## src/rtl/cpu_mem_pkg.sv

```systemverilog
// -----------------------------------------------------------------------------
// cpu_mem_pkg
// Shared definitions for the unified memory port arbiter:
//   - arb_state_t : arbiter FSM states (IDLE / FETCH / DATA)
//   - grant_t     : round-robin owner encoding (GRANT_FETCH / GRANT_DATA)
//   - DEF_ADDR_W / DEF_DATA_W / DEF_MAX_WAIT : parameter defaults
//   - WAIT_CNT_W  : width of the wait counter (covers MAX_WAIT up to 255)
// -----------------------------------------------------------------------------
package cpu_mem_pkg;

  localparam int DEF_ADDR_W   = 32;
  localparam int DEF_DATA_W   = 32;
  localparam int DEF_MAX_WAIT = 15;
  localparam int WAIT_CNT_W   = 8;

  typedef enum logic [1:0] {
    IDLE  = 2'd0,
    FETCH = 2'd1,
    DATA  = 2'd2
  } arb_state_t;

  typedef logic grant_t;

  localparam grant_t GRANT_FETCH = 1'b0;
  localparam grant_t GRANT_DATA  = 1'b1;

endpackage

```

## src/rtl/mem_wait_timer.sv

```systemverilog
// -----------------------------------------------------------------------------
// mem_wait_timer
// Counts cycles in which a memory request is outstanding but unacknowledged
// and flags the cycle on which the MAX_WAIT-th such cycle completes.
//   clk      in  rising-edge clock
//   rst_n    in  asynchronous active-low reset
//   clr      in  restart the count (a new request is being granted)
//   en       in  one waiting cycle (mem_req & ~mem_ack)
//   expired  out high during the waiting cycle that brings the count to
//                MAX_WAIT; the owner drops the request on that edge
// -----------------------------------------------------------------------------
module mem_wait_timer
  import cpu_mem_pkg::*;
#(
  parameter int MAX_WAIT = DEF_MAX_WAIT
) (
  input  logic clk,
  input  logic rst_n,
  input  logic clr,
  input  logic en,
  output logic expired
);

  // The count holds the number of waiting cycles already completed, so the
  // terminal compare is against MAX_WAIT-1 while the final one is in flight.
  localparam logic [WAIT_CNT_W-1:0] TERM = WAIT_CNT_W'(MAX_WAIT - 1);

  logic [WAIT_CNT_W-1:0] cnt;

  always_ff @(posedge clk or negedge rst_n) begin
    if (!rst_n) begin
      cnt <= '0;
    end else if (clr) begin
      cnt <= '0;
    end else if (en) begin
      cnt <= cnt + 1'b1;
    end
  end

  assign expired = en & (cnt == TERM);

endmodule

```

## src/rtl/mem_port_arbiter.sv

```systemverilog
// -----------------------------------------------------------------------------
// mem_port_arbiter
// Shares the single unified memory port between instruction fetch (IF) and
// the MEM-stage data access. Owns the mem_req/mem_ack handshake, returns
// read data to the winning requester, raises stalls while a requester waits
// and aborts a transaction that waits MAX_WAIT cycles (sticky timeout_err).
//
// Ports
//   clk, rst_n        clock, asynchronous active-low reset
//   if_req/if_addr    fetch request (level) and PC
//   if_rdata/if_valid fetched instruction and one-cycle completion pulse
//   d_read/d_write    data access request (both high = write)
//   d_addr/d_wdata    data address and store data
//   d_rdata/d_valid   load data and one-cycle completion pulse
//   stall_if          fetch pending and not completing this cycle
//   stall_mem         data access pending and not completing this cycle
//   mem_req/mem_we    memory request (held until ack) and write enable
//   mem_addr/mem_wdata registered address and write data
//   mem_ack/mem_rdata memory completion and read data
//   timeout_err       sticky flag: some access timed out since reset
// -----------------------------------------------------------------------------
module mem_port_arbiter
  import cpu_mem_pkg::*;
#(
  parameter int ADDR_W   = DEF_ADDR_W,
  parameter int DATA_W   = DEF_DATA_W,
  parameter int MAX_WAIT = DEF_MAX_WAIT
) (
  input  logic              clk,
  input  logic              rst_n,
  input  logic              if_req,
  input  logic [ADDR_W-1:0] if_addr,
  output logic [DATA_W-1:0] if_rdata,
  output logic              if_valid,
  input  logic              d_read,
  input  logic              d_write,
  input  logic [ADDR_W-1:0] d_addr,
  input  logic [DATA_W-1:0] d_wdata,
  output logic [DATA_W-1:0] d_rdata,
  output logic              d_valid,
  output logic              stall_if,
  output logic              stall_mem,
  output logic              mem_req,
  output logic              mem_we,
  output logic [ADDR_W-1:0] mem_addr,
  output logic [DATA_W-1:0] mem_wdata,
  input  logic              mem_ack,
  input  logic [DATA_W-1:0] mem_rdata,
  output logic              timeout_err
);

  arb_state_t state;
  grant_t     last_grant;

  logic d_pend;
  logic grant_any;
  logic grant_data;
  logic timer_clr;
  logic timer_en;
  logic timer_expired;

  assign d_pend    = d_read | d_write;
  assign grant_any = d_pend | if_req;

  // Data wins when it is alone, or on a tie when fetch was served last.
  assign grant_data = d_pend & (~if_req | (last_grant == GRANT_FETCH));

  assign timer_clr = (state == IDLE) & grant_any;
  assign timer_en  = mem_req & ~mem_ack;

  mem_wait_timer #(
    .MAX_WAIT (MAX_WAIT)
  ) u_wait_timer (
    .clk     (clk),
    .rst_n   (rst_n),
    .clr     (timer_clr),
    .en      (timer_en),
    .expired (timer_expired)
  );

  // Stalls depend only on request inputs and the registered valids, so
  // mem_ack never reaches an output combinationally.
  assign stall_if  = if_req & ~if_valid;
  assign stall_mem = d_pend & ~d_valid;

  always_ff @(posedge clk or negedge rst_n) begin
    if (!rst_n) begin
      state       <= IDLE;
      last_grant  <= GRANT_FETCH;
      mem_req     <= 1'b0;
      mem_we      <= 1'b0;
      mem_addr    <= '0;
      mem_wdata   <= '0;
      if_rdata    <= '0;
      d_rdata     <= '0;
      if_valid    <= 1'b0;
      d_valid     <= 1'b0;
      timeout_err <= 1'b0;
    end else begin
      if_valid <= 1'b0;
      d_valid  <= 1'b0;

      case (state)
        IDLE: begin
          if (grant_any) begin
            mem_req   <= 1'b1;
            mem_we    <= grant_data & d_write;
            mem_addr  <= grant_data ? d_addr : if_addr;
            mem_wdata <= d_wdata;
            state     <= grant_data ? DATA : FETCH;
          end
        end

        // The request inputs are not consulted while busy: a withdrawn
        // request still completes and still receives its valid pulse.
        FETCH: begin
          if (mem_ack || timer_expired) begin
            mem_req    <= 1'b0;
            state      <= IDLE;
            if_valid   <= 1'b1;
            last_grant <= GRANT_FETCH;
            if (mem_ack) begin
              if_rdata <= mem_rdata;
            end else begin
              if_rdata    <= '0;
              timeout_err <= 1'b1;
            end
          end
        end

        DATA: begin
          if (mem_ack || timer_expired) begin
            mem_req    <= 1'b0;
            state      <= IDLE;
            d_valid    <= 1'b1;
            last_grant <= GRANT_DATA;
            if (mem_ack) begin
              // A completed store leaves the last load value in place.
              if (!mem_we) begin
                d_rdata <= mem_rdata;
              end
            end else begin
              d_rdata     <= '0;
              timeout_err <= 1'b1;
            end
          end
        end

        default: begin
          state   <= IDLE;
          mem_req <= 1'b0;
        end
      endcase
    end
  end

endmodule

```

## config.mk

```make
export PLATFORM = sky130hd
export DESIGN_NAME = mem_port_arbiter
export DESIGN_NICKNAME = d
export VERILOG_FILES = /design/src/rtl/cpu_mem_pkg.sv /design/src/rtl/mem_wait_timer.sv /design/src/rtl/mem_port_arbiter.sv
export SDC_FILE = /design/constraint.sdc
export NUM_CORES = 1
export LEC_CHECK = 0
export ABC_AREA = 1
export CAP_MARGIN = 20
export CORE_MARGIN = 3
export CORE_UTILIZATION = 43
export CTS_CLUSTER_SIZE = 10
export DETAILED_ROUTE_END_ITERATION = 8
export PLACE_DENSITY = 0.89
export SLEW_MARGIN = 10
export SYNTH_ARGS = -nofsm -noshare
export SYNTH_HDL_FRONTEND = slang
export SYNTH_HIERARCHICAL = 1
export SYNTH_SLANG_ARGS = --single-unit
export TNS_END_PERCENT = 100
```

## constraint.sdc

```tcl
create_clock -name clk -period 2.15 [get_ports clk]
set_input_delay 0.43 -clock clk [delete_from_list [all_inputs] [get_ports clk]]
set_output_delay 0.43 -clock clk [all_outputs]
set_load 0.01 [all_outputs]
```

# Yosys cells after proc, flatten, opt, wreduce, memory -nomap -nowiden
# Index checks and enable logic that the tools add are counted.
[totals] regBits=144 input_bits=134 out_inout_bits=135 elab_cells=65
[classes] n_addsub=1 eq_ne=8 muxes=18 bitwise=15 reduce_logical=11
[op_table] operator="$mux W32" count=4
[op_table] operator="$mux W8" count=2
[op_table] operator="$reduce_and A3 Y1" count=3
[op_table] operator="$add A8 B1 Y8 const B" count=1
[op_table] operator="$eq A8 B4 Y1 const B" count=1
[op_table] operator="$ne A2 B2 Y1 const B" count=4
[op_table] operator="$and A1 B1 Y1" count=7
[op_table] operator="$mux W1" count=6
[op_table] operator="$mux W2" count=3
[op_table] operator="$reduce_and A2 Y1" count=3
[op_table] operator="$not A1 Y1" count=5
[op_table] operator="$pmux W1 S2" count=2
[op_table] operator="$pmux W2 S2" count=1
[op_table] operator="$reduce_bool A2 Y1" count=2
[op_table] operator="$or A1 B1 Y1" count=3
[op_table] operator="$eq A2 B1 Y1 const B" count=1
[op_table] operator="$eq A2 B2 Y1 const B" count=1
[op_table] operator="$logic_not A2 Y1" count=1
[op_table] operator="$ne A2 B1 Y1 const B" count=1
[op_table] operator="$reduce_or A2 Y1" count=1
[op_table] operator="$logic_or A1 B1 Y1" count=1

# Longest topological paths before layout
[depth] word_depth=6 depth_mapped=11

# Cells and area by module
# Netlist, hierarchy kept.
[modules_own_cells] mod="mem_port_arbiter" instances=1 cells_each=703 area_per_inst_um2=5869.4 seq_area_each_um2=3403.3
[modules_own_cells] mod="mem_wait_timer" instances=1 cells_each=65 area_per_inst_um2=470.5 seq_area_each_um2=200.2

# Worst setup path before layout
# Ideal clock, no wire load.
[synth_path] path_type="input port to flip-flop" start="input mem_ack" end="register if_rdata[3]" setup_ns=0.134 arrival_time_ns=2.166 t_required_ns=2.016 slack_ns=-0.150 cell_stages=11 n_path_buf=3 cell_sequence="buf_4 > clkbuf_1 > nor2_1 > nand4_1 > nor4_1 > nor2_4 > nor2_1 > inv_2 > buf_4 > nand2_1 > o21ai_0"
[synth_via] elab_chain_cells=5 elab_cells_between_ends=6 cone_classes="mux: 1; bitwise: 3; reduce/logical: 2"
[synth_rtl] element="from (decl)" line="mem_port_arbiter.sv:47" text="input logic mem_ack,"
[synth_rtl] element="$not A1 Y1 (no source line)"
[synth_rtl] element="$and A1 B1 Y1" line="mem_port_arbiter.sv:69" text="assign timer_en = mem_req & ~mem_ack;"
[synth_rtl] element="via timer_en" line="mem_port_arbiter.sv:59" text="logic timer_en;"
[synth_rtl] element="$and A1 B1 Y1" line="mem_wait_timer.sv:40" text="assign expired = en & (cnt == TERM);"
[synth_rtl] element="via timer_expired" line="mem_port_arbiter.sv:60" text="logic timer_expired;"
[synth_rtl] element="$logic_or A1 B1 Y1" line="mem_port_arbiter.sv:117" text="if (mem_ack || timer_expired) begin"
[synth_rtl] element="$reduce_and A2 Y1 (no source line)"
[synth_rtl] element="to (signal assigned)" line="mem_port_arbiter.sv:123" text="if_rdata <= mem_rdata;"
[synth_rtl] element="to (decl)" line="mem_port_arbiter.sv:33" text="output logic [DATA_W-1:0] if_rdata,"
# The timed path passes the listed nets, and every way through them passes these cells.
# A chain may end at the register's enable or synchronous reset.

# Worst setup path in the final report
[layout_path] start="input d_write" end="output stall_mem"
[layout_via] elab_chain_cells=2
[layout_rtl] element="from (decl)" line="mem_port_arbiter.sv:36" text="input logic d_write,"
[layout_rtl] element="$or A1 B1 Y1" line="mem_port_arbiter.sv:62" text="assign d_pend = d_read | d_write;"
[layout_rtl] element="$and A1 B1 Y1" line="mem_port_arbiter.sv:84" text="assign stall_mem = d_pend & ~d_valid;"
[layout_rtl] element="to (decl)" line="mem_port_arbiter.sv:42" text="output logic stall_mem,"
# No other way between the ends.

==> flow_metrics.env <==
export IMPL_grt_use_met1_pct=27.7
export IMPL_drt_total_wl_um=18800
export IMPL_power_frac_seq_pct=33.9
export IMPL_ir_drop_mv=0.720
export IMPL_cpPeakStageDelay_ps=570
export IMPL_netlist_area_mm2=0.00634
export IMPL_grt_met3_usage_pct=6.40
export IMPL_core_area_mm2=0.0141
export IMPL_cp_required_ps=1720
export IMPL_grt_util_all_layers_pct=23.2
export IMPL_yosys_warnings=6
export IMPL_cp_start_kind="input pin"
export IMPL_hold_slack_ps=473
export IMPL_hold_violations=0
export IMPL_fmax_mhz=479
export IMPL_syn_inst=768
export IMPL_pin_count=269
export IMPL_synth_edff_count=0
export IMPL_end_kind="output port"
export IMPL_rsz0062_at_grt="no"
export IMPL_drive_gt1_share_pct=6.65
export IMPL_cts_tree="built"
export IMPL_die_y_um=127
export IMPL_drc=0
export IMPL_portBuffers=268
export IMPL_crit_buf_inv=2
export IMPL_finalCriticalPeriod_ps=2090
export IMPL_via_count=6113
export IMPL_synth_top_area_share_pct=56.8
export IMPL_clk_pin_slew_worst_paths_ps=60
export IMPL_drt_iter0_drc=425
export IMPL_synth_avg_cell_area_um2=8.25
export IMPL_p_clk_share_pct=21.5
export IMPL_cpMostUsedCell="clkdlybuf4s50_1"
export IMPL_crit_arrival_ps=1660
export IMPL_antenna_found_initial=0
export IMPL_max_cap_viol_count=0
export IMPL_outcome="complete, no violations"
export IMPL_grt_pass1_vias=5927
export IMPL_seq_area_frac_synth_pct=56.8
export IMPL_skew_ps=10.3
export IMPL_cp_max_fo=2
export IMPL_busiest_layer="met2"
export IMPL_share_comb_of_total_power_pct=44.6
export IMPL_cts_buffers=17
export IMPL_grt_max_degree=65
export IMPL_ys_types=24
export IMPL_first_pass_iters=5
export IMPL_synth_ff_type="dfrtp_1"
export IMPL_placed_cells=1199
export IMPL_cts_htree_levels=4
export IMPL_syn_num_nets=907
export IMPL_final_common_cell="nand2_1"
export IMPL_diodes=0
export IMPL_gp_congestion=0.812
export IMPL_cts_sinks=144
export IMPL_synth_top_area_cell="dfrtp_1"
export IMPL_start_util_pct=44.8
export IMPL_powerDensity_mw_per_mm2=1380
export IMPL_slowest_stage="clkdlybuf4s50_1"
export IMPL_row_count=43
export IMPL_critPathTopFamily="buffers and inverters"
export IMPL_crit_type="in -> out"
export IMPL_grt_overflow=0
export IMPL_final_cells=1232
export IMPL_post_cts_buffers=0
export IMPL_hp_class="reg -> reg"
export IMPL_clock_latency_ps=420
export IMPL_die_area_mm2=0.0162
export IMPL_internal_power_mw=8.72
export IMPL_cts_buffer_depth=2
export IMPL_period_share_pct=97.2
export IMPL_fin_nets=1178
export IMPL_grt_pass1_wl_um=30100
export IMPL_synth_seq_cells=144
export IMPL_route_antenna_remaining_nets=0
export IMPL_tightest_slew_ps=452
export IMPL_path_cells="clkdlybuf4s50_1 -> nor2_4 -> nor2_1 -> clkdlybuf4s50_1"
export IMPL_maxSlewHeadroom_pct=69.9
export IMPL_dp_slack_ps=-207
export IMPL_avgViaCountPerCell=4.96
export IMPL_synth_async_reset_ratio_pct=100
export IMPL_avgRoutedWirePerCell_um=15.2
export IMPL_area_delta_synth_final_pct=56.7
export IMPL_synth_area_top_cells="dfrtp_1 (57%), nand2_1 (19%), nand3_1 (5.5%)"
export IMPL_maxSlewViolCount=0
export IMPL_root_buffer="clkbuf_16"
export IMPL_setup_slack_ps=60.2
export IMPL_die_w_um=127
export IMPL_setup_violations=0
export IMPL_power_mw=13.7
export IMPL_use_met2_pct=39.4
export IMPL_sw_frac_of_total_pct=36.5
export IMPL_power_switching_mw=5.01
export IMPL_leakage_nw=4.89
export IMPL_hpwl_um=13500
export IMPL_mostFrequentLayoutCells="nand2_1 (321), clkdlybuf4s50_1 (266), dfrtp_1 (144)"
==> synthesized netlist by cell type, types with 3 or more instances <==
master,n
nand2_1,322
dfrtp_1,144
inv_1,87
nand3_1,70
o21ai_0,57
buf_2,15
nor2_1,14
o21ai_1,10
buf_4,9
clkbuf_1,9
buf_6,6
ha_1,5
nand4_1,4
nor2_4,4
a21oi_1,3
==> worst paths after layout <==
path / slack [ps] / start / endpoint / depth (start not counted)
setup / recovery: 60 / d_write / stall_mem / 4
hold / removal: 470 / mem_addr[28] / mem_addr[28] / 2
setup reg to reg: 200 / u_wait_timer/cnt[0] / d_rdata[13] / 10
hold reg to reg: 470 / mem_addr[28] / mem_addr[28] / 2
max in group asynchronous: 1040 / rst_n / d_rdata[9] / 3
min in group asynchronous: 510 / rst_n / mem_wdata[11] / 2
==> per-stage QoR <==
stage | area, µm² | setup TNS [ps] | util [%]
2_1_floorplan | 6350 | 0 | -
3_3_place_gp | 9320 | -209 | 65.9
3_5_place_dp | 9320 | -2390 | 65.9
4_1_cts | 9930 | 0 | 70.2
5_1_grt | 9930 | 0 | 70.2
6_report | 9930 | 0 | 70.2
==> area by class of cell <==
| class | instances | area (µm²) |
|---|---|---|
| fillers | 1003 | 4220 |
| flip-flops and latches | 144 | 3600 |
| repair buffers | 291 | 3000 |
| multi-input cells | 497 | 2180 |
| clock buffers | 17 | 425 |
| inverters | 88 | 330 |
| well taps | 180 | 225 |
| clock inverters | 15 | 174 |
==> power groups by stage <==
stage / sequential (mW) / combinational (mW) / clock (mW)
2_1_floorplan: 5.13 / 2.16 / 0
3_3_place_gp: 4.61 / 5.96 / 0
3_5_place_dp: 4.63 / 6.15 / 0
4_1_cts: 4.64 / 6.20 / 3.00
5_1_grt: 4.78 / 6.68 / 3.13
6_report: 4.65 / 6.12 / 2.96
==> logic make-up after synthesis <==
group                      count (synthesis)  share of synthesized area, %
adders and majority gates                  5                         0.987
AOI/OAI and AO/OA                         73                          6.06
buffers and inverters                    127                          9.06
DFF                                      144                          56.8
and+or+nand+nor                          419                          27.1
==> per-layer routing <==
layer / share of wire [%] / wire length (µm)
met5: 0 / 0
met4: 3.5 / 663
met3: 9.0 / 1680
met2: 50 / 9330
met1: 38 / 7100
==> sequential cells by signal, indices dropped and copies added, names as in the netlist <==
signal            cells
d_rdata              32
if_rdata             32
mem_addr             32
mem_wdata            32
u_wait_timer/cnt      8
state                 2
d_valid               1
if_valid              1
last_grant            1
mem_req               1
mem_we                1
timeout_err           1
==> timing repair <==
item                                    CTS  global route
gates resized for setup                   3             0
endpoints found under the setup margin    1             0
hold buffers                              1             0
endpoints found under the hold margin    44             0
==> worst reg2reg max path, stage by stage, from the launching register on <==
cell and delay, ps:
dfrtp_1 380, inv_1 130, ha_1 190, nand4_1 120
nor4_2 160, buf_4 170, nor2_4 50, nor2_4 110
nand2_2 70, buf_12 190, o21ai_0 290
(Power assumes the default switching activity.)
